===== src/rtl/count_sequencer_pkg.sv =====
// count_sequencer_pkg: shared state encoding and helpers for the count sequencer.
package count_sequencer_pkg;

    localparam int STATE_W = 2;

    typedef enum logic [STATE_W-1:0] {
        ST_IDLE  = 2'd0,
        ST_RUN   = 2'd1,
        ST_PAUSE = 2'd2,
        ST_DONE  = 2'd3
    } state_t;

    // A sequence is in flight while it is counting or frozen by pause.
    function automatic logic is_busy(input state_t s);
        return (s == ST_RUN) || (s == ST_PAUSE);
    endfunction

endpackage


===== src/rtl/count_sequencer_prescale_tick.sv =====
// prescale_tick: prescaler counter that raises an advance strobe every cmp+1
// enabled clocks. A synchronous clear restarts the division from zero.
module prescale_tick
    import count_sequencer_pkg::*;
#(
    parameter int PRESCALE_W = 4
) (
    input  logic                  clk,
    input  logic                  rst,
    input  logic                  en,
    input  logic                  clr,
    input  logic [PRESCALE_W-1:0] cmp,
    output logic                  advance
);

    logic [PRESCALE_W-1:0] cnt_r;
    logic [PRESCALE_W-1:0] cnt_s;
    logic                  advance_s;

    // Next prescaler value and advance strobe; clear beats enable.
    always_comb begin
        cnt_s     = cnt_r;
        advance_s = 1'b0;
        if (clr) begin
            cnt_s = {PRESCALE_W{1'b0}};
        end else if (en) begin
            if (cnt_r == cmp) begin
                advance_s = 1'b1;
                cnt_s     = {PRESCALE_W{1'b0}};
            end else begin
                cnt_s = cnt_r + PRESCALE_W'(1'b1);
            end
        end else begin
            cnt_s = cnt_r;
        end
    end

    // Prescaler register.
    always_ff @(posedge clk or negedge rst) begin
        if (!rst) begin
            cnt_r <= {PRESCALE_W{1'b0}};
        end else begin
            cnt_r <= cnt_s;
        end
    end

    assign advance = advance_s;

endmodule


===== src/rtl/count_sequencer.sv =====
// count_sequencer: start/pause/stop/terminal-count sequencing of a W-bit
// up-counter with a programmable prescaler, one-shot or periodic.
// Optional feature macro: COUNT_SEQUENCER_IRQ_EN adds a sticky irq flag
// (set by done, cleared by irq_clr, set wins).
module count_sequencer
    import count_sequencer_pkg::*;
#(
    parameter int W          = 3,
    parameter int PRESCALE_W = 4
) (
    input  logic                  clk,
    input  logic                  rst,
    input  logic                  start,
    input  logic                  stop,
    input  logic                  pause,
    input  logic [W-1:0]          limit,
    input  logic                  mode,
    input  logic [PRESCALE_W-1:0] prescale,
    output logic [W-1:0]          count,
    output logic                  tick,
    output logic                  done,
    output logic                  busy,
    output logic [STATE_W-1:0]    state
`ifdef COUNT_SEQUENCER_IRQ_EN
    ,
    output logic                  irq,
    input  logic                  irq_clr
`endif
);

    state_t                state_r;
    state_t                state_s;
    logic [W-1:0]          count_r;
    logic [W-1:0]          count_s;
    logic                  armed_r;
    logic                  armed_s;
    logic                  tick_r;
    logic                  tick_s;
    logic                  done_r;
    logic                  done_s;
    logic                  busy_r;
    logic [W-1:0]          limit_r;
    logic                  mode_r;
    logic [PRESCALE_W-1:0] prescale_r;
    logic                  presc_en_s;
    logic                  presc_clr_s;
    logic                  advance_s;

    // The first enabled RUN clock after a start only arms the prescaler, which
    // places the first advance prescale+1 clocks after the first RUN clock.
    assign presc_en_s  = (state_r == ST_RUN) && armed_r && !pause && !start && !stop;
    assign presc_clr_s = start || stop;

    prescale_tick #(
        .PRESCALE_W (PRESCALE_W)
    ) u_prescale_tick (
        .clk     (clk),
        .rst     (rst),
        .en      (presc_en_s),
        .clr     (presc_clr_s),
        .cmp     (prescale_r),
        .advance (advance_s)
    );

    // Next-state, next-count and strobe decode; stop > start > pause.
    always_comb begin
        state_s = state_r;
        count_s = count_r;
        armed_s = armed_r;
        tick_s  = 1'b0;
        done_s  = 1'b0;
        if (stop) begin
            state_s = ST_IDLE;
            count_s = {W{1'b0}};
            armed_s = 1'b0;
        end else if (start) begin
            state_s = ST_RUN;
            count_s = {W{1'b0}};
            armed_s = 1'b0;
        end else begin
            case (state_r)
                ST_IDLE: begin
                    count_s = {W{1'b0}};
                end
                ST_RUN: begin
                    if (pause) begin
                        state_s = ST_PAUSE;
                    end else if (!armed_r) begin
                        armed_s = 1'b1;
                    end else if (advance_s) begin
                        tick_s = 1'b1;
                        if (count_r != limit_r) begin
                            count_s = count_r + W'(1'b1);
                        end else begin
                            done_s = 1'b1;
                            if (mode_r) begin
                                count_s = {W{1'b0}};
                            end else begin
                                state_s = ST_DONE;
                            end
                        end
                    end else begin
                        count_s = count_r;
                    end
                end
                ST_PAUSE: begin
                    if (!pause) begin
                        state_s = ST_RUN;
                    end else begin
                        state_s = ST_PAUSE;
                    end
                end
                ST_DONE: begin
                    count_s = limit_r;
                end
                default: begin
                    state_s = ST_IDLE;
                    count_s = {W{1'b0}};
                    armed_s = 1'b0;
                end
            endcase
        end
    end

    // Sequencer state, count and registered strobes.
    always_ff @(posedge clk or negedge rst) begin
        if (!rst) begin
            state_r <= ST_IDLE;
            count_r <= {W{1'b0}};
            armed_r <= 1'b0;
            tick_r  <= 1'b0;
            done_r  <= 1'b0;
            busy_r  <= 1'b0;
        end else begin
            state_r <= state_s;
            count_r <= count_s;
            armed_r <= armed_s;
            tick_r  <= tick_s;
            done_r  <= done_s;
            busy_r  <= is_busy(state_s);
        end
    end

    // Configuration captured only on an accepted start.
    always_ff @(posedge clk or negedge rst) begin
        if (!rst) begin
            limit_r    <= {W{1'b0}};
            mode_r     <= 1'b0;
            prescale_r <= {PRESCALE_W{1'b0}};
        end else if (start && !stop) begin
            limit_r    <= limit;
            mode_r     <= mode;
            prescale_r <= prescale;
        end else begin
            limit_r    <= limit_r;
            mode_r     <= mode_r;
            prescale_r <= prescale_r;
        end
    end

`ifdef COUNT_SEQUENCER_IRQ_EN
    logic irq_r;

    // Sticky terminal flag; a done in the same cycle as irq_clr keeps it set.
    always_ff @(posedge clk or negedge rst) begin
        if (!rst) begin
            irq_r <= 1'b0;
        end else if (done_r) begin
            irq_r <= 1'b1;
        end else if (irq_clr) begin
            irq_r <= 1'b0;
        end else begin
            irq_r <= irq_r;
        end
    end

    assign irq = irq_r;
`endif

    assign count = count_r;
    assign tick  = tick_r;
    assign done  = done_r;
    assign busy  = busy_r;
    assign state = state_r;

endmodule

===== config.mk =====
export PLATFORM = sky130hd
export DESIGN_NAME = count_sequencer
export DESIGN_NICKNAME = d
export VERILOG_FILES = /design/src/rtl/count_sequencer_pkg.sv /design/src/rtl/count_sequencer_prescale_tick.sv /design/src/rtl/count_sequencer.sv
export SDC_FILE = /design/constraint.sdc
export NUM_CORES = 1
export LEC_CHECK = 0
export CAP_MARGIN = 10
export CORE_MARGIN = 5
export CORE_UTILIZATION = 35
export CTS_BUF_LIST = sky130_fd_sc_hd__clkbuf_4
export CTS_CLUSTER_DIAMETER = 120
export DETAILED_ROUTE_END_ITERATION = 6
export HOLD_SLACK_MARGIN = 0.12
export PLACE_DENSITY = 0.66
export SYNTH_ARGS = -nofsm -noshare
export SYNTH_HDL_FRONTEND = slang
export SYNTH_HIERARCHICAL = 1
export SYNTH_SLANG_ARGS = --single-unit

===== constraint.sdc =====
create_clock -name clk -period 3.2 [get_ports clk]
set_input_delay 0.32 -clock clk [delete_from_list [all_inputs] [get_ports clk]]
set_output_delay 0.32 -clock clk [all_outputs]
set_load 0.02 [all_outputs]

==> metrics.md <==
| Metric | Value |
|---|---|
| Status | completed |
| List of most frequent post-synthesis cells | dfrtp_1, mux2_2, nand2_1, nor2_1, inv_1 |
| RSZ-0062 raised after global routing | false |
| Syn Nets | between 100 and 150 |
| CP Class | reg2reg |
| Row cnt | 21 |
| Synth Cell Area | 1180 sq um |
| N_diodes | 0 |
| Final setup viols | 0 |
| Avg Inst Size Synth | 10.7 sq um |
| Top FF cell, synth | dfrtp_1 |
| Footprint of the multi-input gates | ~600 sq um |
| CORE AREA | 3310 sq um |
| Final non-filler cell total | 178 |
| Psw | ~140 uW |
| Async set-reset flop share out of synthesis | 1.00 |
| Switching Share | 0.267 |
| Initial core utilization | 0.357 |
| Slew at the pin with the worst max-slew slack | about 0.94 ns |
| Most common cell in the synthesized netlist | dfrtp_1 |
| Htree depth | 1 |
| Sequential fraction of the synthesis area | 0.444 |
| GR Overflow Total | 0 |
| Avg WL per Cell | 13.2 microns |
| Setup crit end kind | flip-flop |
| Hold Slack | between 0.5 and 0.6 ns |
| Top Family by Delay on Critical Path | simple AND/OR/NAND/NOR gates |
| Max cap viols | 0 |
| Vias per cell | ~4.9 |
| Hold Buf Count CTS | 0 |
| CTS tree | built |
| Final Hold Viols | 0 |
| Seq cells post-synth | 21 |
| Antenna viol nets, final | 0 |
| Cell taking the most area after synthesis | dfrtp_1 |
| Iteration-0 DRC Markers | 43 |
| Clock Root Buffer | clkbuf_4 |
| PwrDens | 373 nW/um^2 |
| Worst Path Max Fanout | 8 |
| Total number of vias | 881 |
| Slew HR | 0.371 |
| GRT Resource Usage Total | 0.111 |
| Maximum vdd ir drop | approximately 0.23 mV |
| DRC viols | 0 |
| Seq pwr share | 0.556 |
| Clk buf depth | 2 |
| Vias in the first global route | 904 |
| Netlist cell types | 39 |
| Slowest CP cell | dfrtp_1 |
| TritonRoute pass-1 iters | 4 |
| Routability Congestion | approximately 0.83 |
| Placed cells | 174 |
| Nets | 152 |
| FF+latch area | 526 sq um |
| # Post-CTS Setup Buffers | 0 |
| # fillers | 327 |
| Antenna violations before repair | 0 |
| Period Utilization, post-route | 0.770 |
| Drt total wl | 2350 microns |
| DIE WIDTH | 68.1 microns |
| Setup TNS Final | 0 ns |
| Clock sinks | 21 |
| Dpl hpwl | about 1800 microns |
| Clk slew on worst S/H paths | 0.12 ns |
| Startpoint Class | flip-flop |
| Gate Count Post-Synth | approximately 110 |
| Yosys warns | 6 |
| Clock Latency Late Sink | 0.30 ns |
| Area Overhead vs Synth | 22.9% |
| WP data arrival | 2.70 ns |
| Die ar. | 4640 sq um |
| Die height | a little under 70 microns |
| Share of cells above drive strength 1 | 0.159 |
| Max incr delay on CP | 0.46 ns |
| P_leak | 0.000593 uW |
| Pint | 397 uW |
| Required time worst endpoint | 3.43 ns |
| TritonCTS Buffers | 3 |
| Fmax | 0.406 GHz |
| IO Count | 21 |
| Min cycle time layout | 2.46 ns |
| Logic pwr share | 0.201 |
| Main area contributors after synthesis | dfrtp_1, mux2_2, ha_1 |
| First-pass GRT wire length | 3910 microns |
| Final Max Tran Viols | 0 |
| CTS resizes | 0 |
| Class of the worst hold path | in2async |
| Clock share of power | 0.243 |
| Skew final | 0.0149 ns |
| Number of enable flip-flop cells after synthesis | 0 |
| Largest net degree at the start of global routing | 22 |
| CP Cell Sequence | inv_1 -> ha_1 -> inv_2 -> nor4_1 -> and3b_1 -> nand2_1 -> nor2_1 -> o221ai_2 -> or3_1 -> a21oi_2 |
| CP Buf/Inv Count | 2 |
| I/O Buffers | 20 |
| Post-synth top area share | 0.444 |
[path summary, 6_finish.rpt]
check	startpoint	to	slack (ns)	cells after the start
worst min-delay path	rst	state[1]$_DFF_PN0_	0.53	1
worst max register to register	state[1]$_DFF_PN0_	count[2]$_DFFE_PN0P_	0.74	10
min in group clk	armed_r$_DFFE_PN0P_	armed_r$_DFFE_PN0P_	0.54	2
max in group asynchronous	rst	mode_r$_DFFE_PN0P_	2.08	1
worst min register to register	armed_r$_DFFE_PN0P_	armed_r$_DFFE_PN0P_	0.54	2
worst max-delay path	state[1]$_DFF_PN0_	count[2]$_DFFE_PN0P_	0.74	10
[power groups by stage]
stage | registers (uW) | logic, uW | clock network [uW]
3_3_place_gp | 306 | 107 | 0
6_report | 301 | 109 | 132
4_1_cts | 301 | 110 | 139
2_1_floorplan | 307 | 66.8 | 0
3_5_place_dp | 307 | 109 | 0
5_1_grt | 304 | 120 | 150
[sequential cells by signal, summed over array words and instances (netlist names)]
name / cells
armed_r: 1
busy: 1
count: 3
done: 1
limit_r: 3
mode_r: 1
prescale_r: 4
state: 2
tick: 1
u_prescale_tick/cnt_r: 4
[placed cells by master (no fill, tap or decap), types with 2 or more instances in the layout]
| cell | count |
|---|---|
| mux2_2 | 9 |
| ha_1 | 6 |
| o32ai_1 | 2 |
| nand3_1 | 2 |
| clkbuf_4 | 4 |
| nor2_1 | 9 |
| clkdlybuf4s50_1 | 20 |
| o22ai_1 | 2 |
| or3_1 | 2 |
| xnor2_1 | 3 |
| nor2b_1 | 2 |
| a21oi_1 | 2 |
| dfrtp_1 | 21 |
| nand2_1 | 9 |
| nor4_1 | 2 |
| nand2b_1 | 2 |
| xor2_1 | 5 |
| inv_1 | 8 |
| nand3b_1 | 2 |
[metal layers]
| metal | GRT usage | up-vias | share of wire |
|---|---|---|---|
| met4 | 0.0248 | 0 | 0.0081 |
| li1 | - | 434 | - |
| met5 | 0 | - | 0 |
| met1 | 0.142 | 425 | 0.47 |
| met3 | 0.0345 | 2 | 0.055 |
| met2 | 0.183 | 20 | 0.47 |
[area by class of cell]
cell class,count,area share
clock buffers,4,0.0207
flip-flops and latches,21,0.362
well taps,46,0.0396
inverters,9,0.0233
multi-input cells,77,0.412
repair buffers,21,0.143
[through the flow]
step | setup WS (ns) | util | cell area, sq um | power, uW
after floorplan | 0.829 | - | 1180 | 373
after global placement | 0.601 | 0.430 | 1420 | 413
after detailed placement | 0.514 | 0.430 | 1420 | 416
after CTS | 0.728 | 0.439 | 1450 | 550
after global routing | 0.478 | 0.439 | 1450 | 574
final | 0.737 | 0.439 | 1450 | 542
[cell families after synthesis]
logic type                 after synthesis  synth area share
AOI/OAI and AO/OA                       18             0.130
xor gates and xnor gates                 8            0.0593
adders and majority gates                6            0.0635
buffers and inverters                   13            0.0497
DFF                                     21             0.444
muxes                                   10            0.0942
and+or+nand+nor                         35             0.159
Power figures use the tool's default switching activity.
==> RTL change (config.mk and constraints unchanged) <==
Add a define of `COUNT_SEQUENCER_IRQ_EN`.
--- a/src/rtl/count_sequencer.sv
+++ b/src/rtl/count_sequencer.sv
@@ -4,2 +4,4 @@
 // (set by done, cleared by irq_clr, set wins).
+`define COUNT_SEQUENCER_IRQ_EN
+
 module count_sequencer
Ports: changed (added irq and irq_clr); port bits go from 21 to 23. No check against the original RTL was run, so the function may have changed too.
==> RTL change against the original RTL <==
  * Sequential cell count grew 1
  * Highest routed layer unchanged
  * Critical path depth did not move
  * Largest power group unchanged
  * Power up 18%
  * First-iteration DRC count rose by 30%
  * Synthesized area is 3.1% higher
  * Cell area increased by 5.4%
  * Critical endpoint unchanged
  * Worst setup slack got worse by 0.067 ns
  * Largest cell class unchanged
  * Wire length is 11% higher
  * Clock skew up 0.0075 ns
==> RTL change: results (changes against the original RTL) <==
Parameter                              Value

Status
  Status ... finished clean (unchanged)

Layout
  Filler cell count ... 349 (was 327)
  Final layout net count ... 158 (was 152)
  Ant diodes ... 0 (unchanged)
  Share of final-layout standard cells stronger than drive strength 1 ... 0.153 (was 0.159)
  Final std cells w/o fill ... 183 (was 178)
  Footprint of the multi-input gates ... 606 um^2 (was 598 um^2)

Routing
  DRC violation count after routing ... 0 (unchanged)
  Starting DRC count in detailed routing ... 56 (was 43)
  Via/cell ratio ... 5.13 (was 4.95)
  Detailed Route WL ... 2610 um (was 2350 um)
  Number of optimization iterations in the first detailed-route pass ... 4 (unchanged)

Logic synthesis
  Post-synthesis net count ... 134 (was 130)
  Yosys warns ... 6 (unchanged)
  Synth Area per Inst ... 10.7 um^2 (about the same)
  Number of library cell types mapped by synthesis ... 40 (was 39)
  Top cells by instance count after synthesis ... sky130_fd_sc_hd__dfrtp_1 (22), sky130_fd_sc_hd__inv_1 (9), sky130_fd_sc_hd__mux2_2 (9), sky130_fd_sc_hd__nand2_1 (9), sky130_fd_sc_hd__nor2_1 (9) (was sky130_fd_sc_hd__dfrtp_1 (21), sky130_fd_sc_hd__mux2_2 (9), sky130_fd_sc_hd__nand2_1 (9), sky130_fd_sc_hd__nor2_1 (9), sky130_fd_sc_hd__inv_1 (8))
  Top area cells in the synthesized netlist ... sky130_fd_sc_hd__dfrtp_1 (45%), sky130_fd_sc_hd__mux2_2 (8.3%), sky130_fd_sc_hd__ha_1 (6.2%) (was sky130_fd_sc_hd__dfrtp_1 (44%), sky130_fd_sc_hd__mux2_2 (8.6%), sky130_fd_sc_hd__ha_1 (6.3%))
  Proportion of synthesized chip area in sequential cells ... 0.452 (was 0.444)

Placement
  Worst setup timing slack at the placement stage ... 0.465 ns (was 0.514 ns)
  Count of buffers from port buffering ... 22 (was 20)
  Post-DP HPWL ... 1980 um (was 1820 um)
  Final Wtd Congestion ... 0.825 (was 0.830)
  Dpl cells ... 179 (was 174)
  Cell Area, Placed ... 1480 um^2 (was 1420 um^2)

GRT
  Via count of the first global-routing pass ... 1012 (was 904)
  Global-route total usage across every layer ... 0.115 (was 0.111)
  Pin count of the biggest net entering global routing ... 23 (was 22)
  Number of antenna violations at the first check in global routing ... 0 (unchanged)
  First-pass GRT wire length ... 4580 um (was 3910 um)

Critical path
  Data arrival time at the worst-slack endpoint ... 2.78 ns (was 2.70 ns)
  Master of the slowest instance on the critical path ... sky130_fd_sc_hd__dfrtp_1 (unchanged)

STA
  Setup skew after layout ... 0.0224 ns (was 0.0149 ns)
  Setup total negative slack ... 0 ns (unchanged)
  Number of failing setup endpoints in the final timing report ... 0 (unchanged)
  Least-Margin Pin Slew ... 0.968 ns (was 0.941 ns)

Clock network
  Buffers inserted during post-CTS setup optimization ... 0 (unchanged)
  Clock transition at the register clock pins on the worst setup and hold paths after CTS ... 0.14 ns (was 0.12 ns)
  Worst-Skew Late Latency ... 0.31 ns

Power
  Static leakage ... 0.641 nW (was 0.593 nW)
  Peak ir drop on the vdd network ... 0.320 mV (was 0.229 mV)

Hold path
  Class of the tightest hold or removal check ... reg2reg (was in2async)
-- RTL change: cell count changes in the layout (fill, tap and decap cells not counted) --
cell and delta:
sky130_fd_sc_hd__inv_1 +1, sky130_fd_sc_hd__dfrtp_1 +1, sky130_fd_sc_hd__bufinv_16 +1, sky130_fd_sc_hd__a21o_1 +1, sky130_fd_sc_hd__clkdlybuf4s50_1 +2, sky130_fd_sc_hd__clkbuf_4 -1
-- RTL change: kinds of logic (layout without fill, tap and decap cells) --
group                      after synthesis  after routing  synth area share
and+or+nand+nor                         35             35             0.154
adders and majority gates                6              6            0.0616
AOI/OAI and AO/OA                       19             19             0.132
muxes                                   10             10            0.0914
DFF                                     22             22             0.452
buffers and inverters                   14             37            0.0513
xor gates and xnor gates                 8              8            0.0575
-- RTL change: layer usage --
metal,up-vias,routed length (um),global-route usage
met5,-,0,0
met4,0,25,0.0304
met3,4,160,0.0465
met2,41,1250,0.186
met1,446,1170,0.142
li1,448,-,-
-- RTL change: cell type report --
| cell class | instances | area share |
|---|---|---|
| Multi-Input combinational cell | 78 | 0.395 |
| Sequential cell | 22 | 0.359 |
| Timing Repair Buffer | 23 | 0.149 |
| Tap cell | 46 | 0.0376 |
| Inverter | 10 | 0.0245 |
| Clock inverter | 1 | 0.0196 |
| Clock buffer | 3 | 0.0147 |
-- RTL change: worst paths after layout --
check                                            to  slack [ns]  cells past startpoint
max reg2reg                                count[2]        0.67                     10
min                                             irq        0.47                      1
max                                        count[2]        0.67                     10
min in group asynchronous                  state[0]        0.52                      1
min reg2reg                                     irq        0.47                      1
max in group asynchronous  u_prescale_tick/cnt_r[1]        2.07                      1
-- RTL change: power by group --
part	switching [mW]	internal (mW)
clock	0.0842	0.127
combinational	0.0548	0.0573
sequential	0.0170	0.297
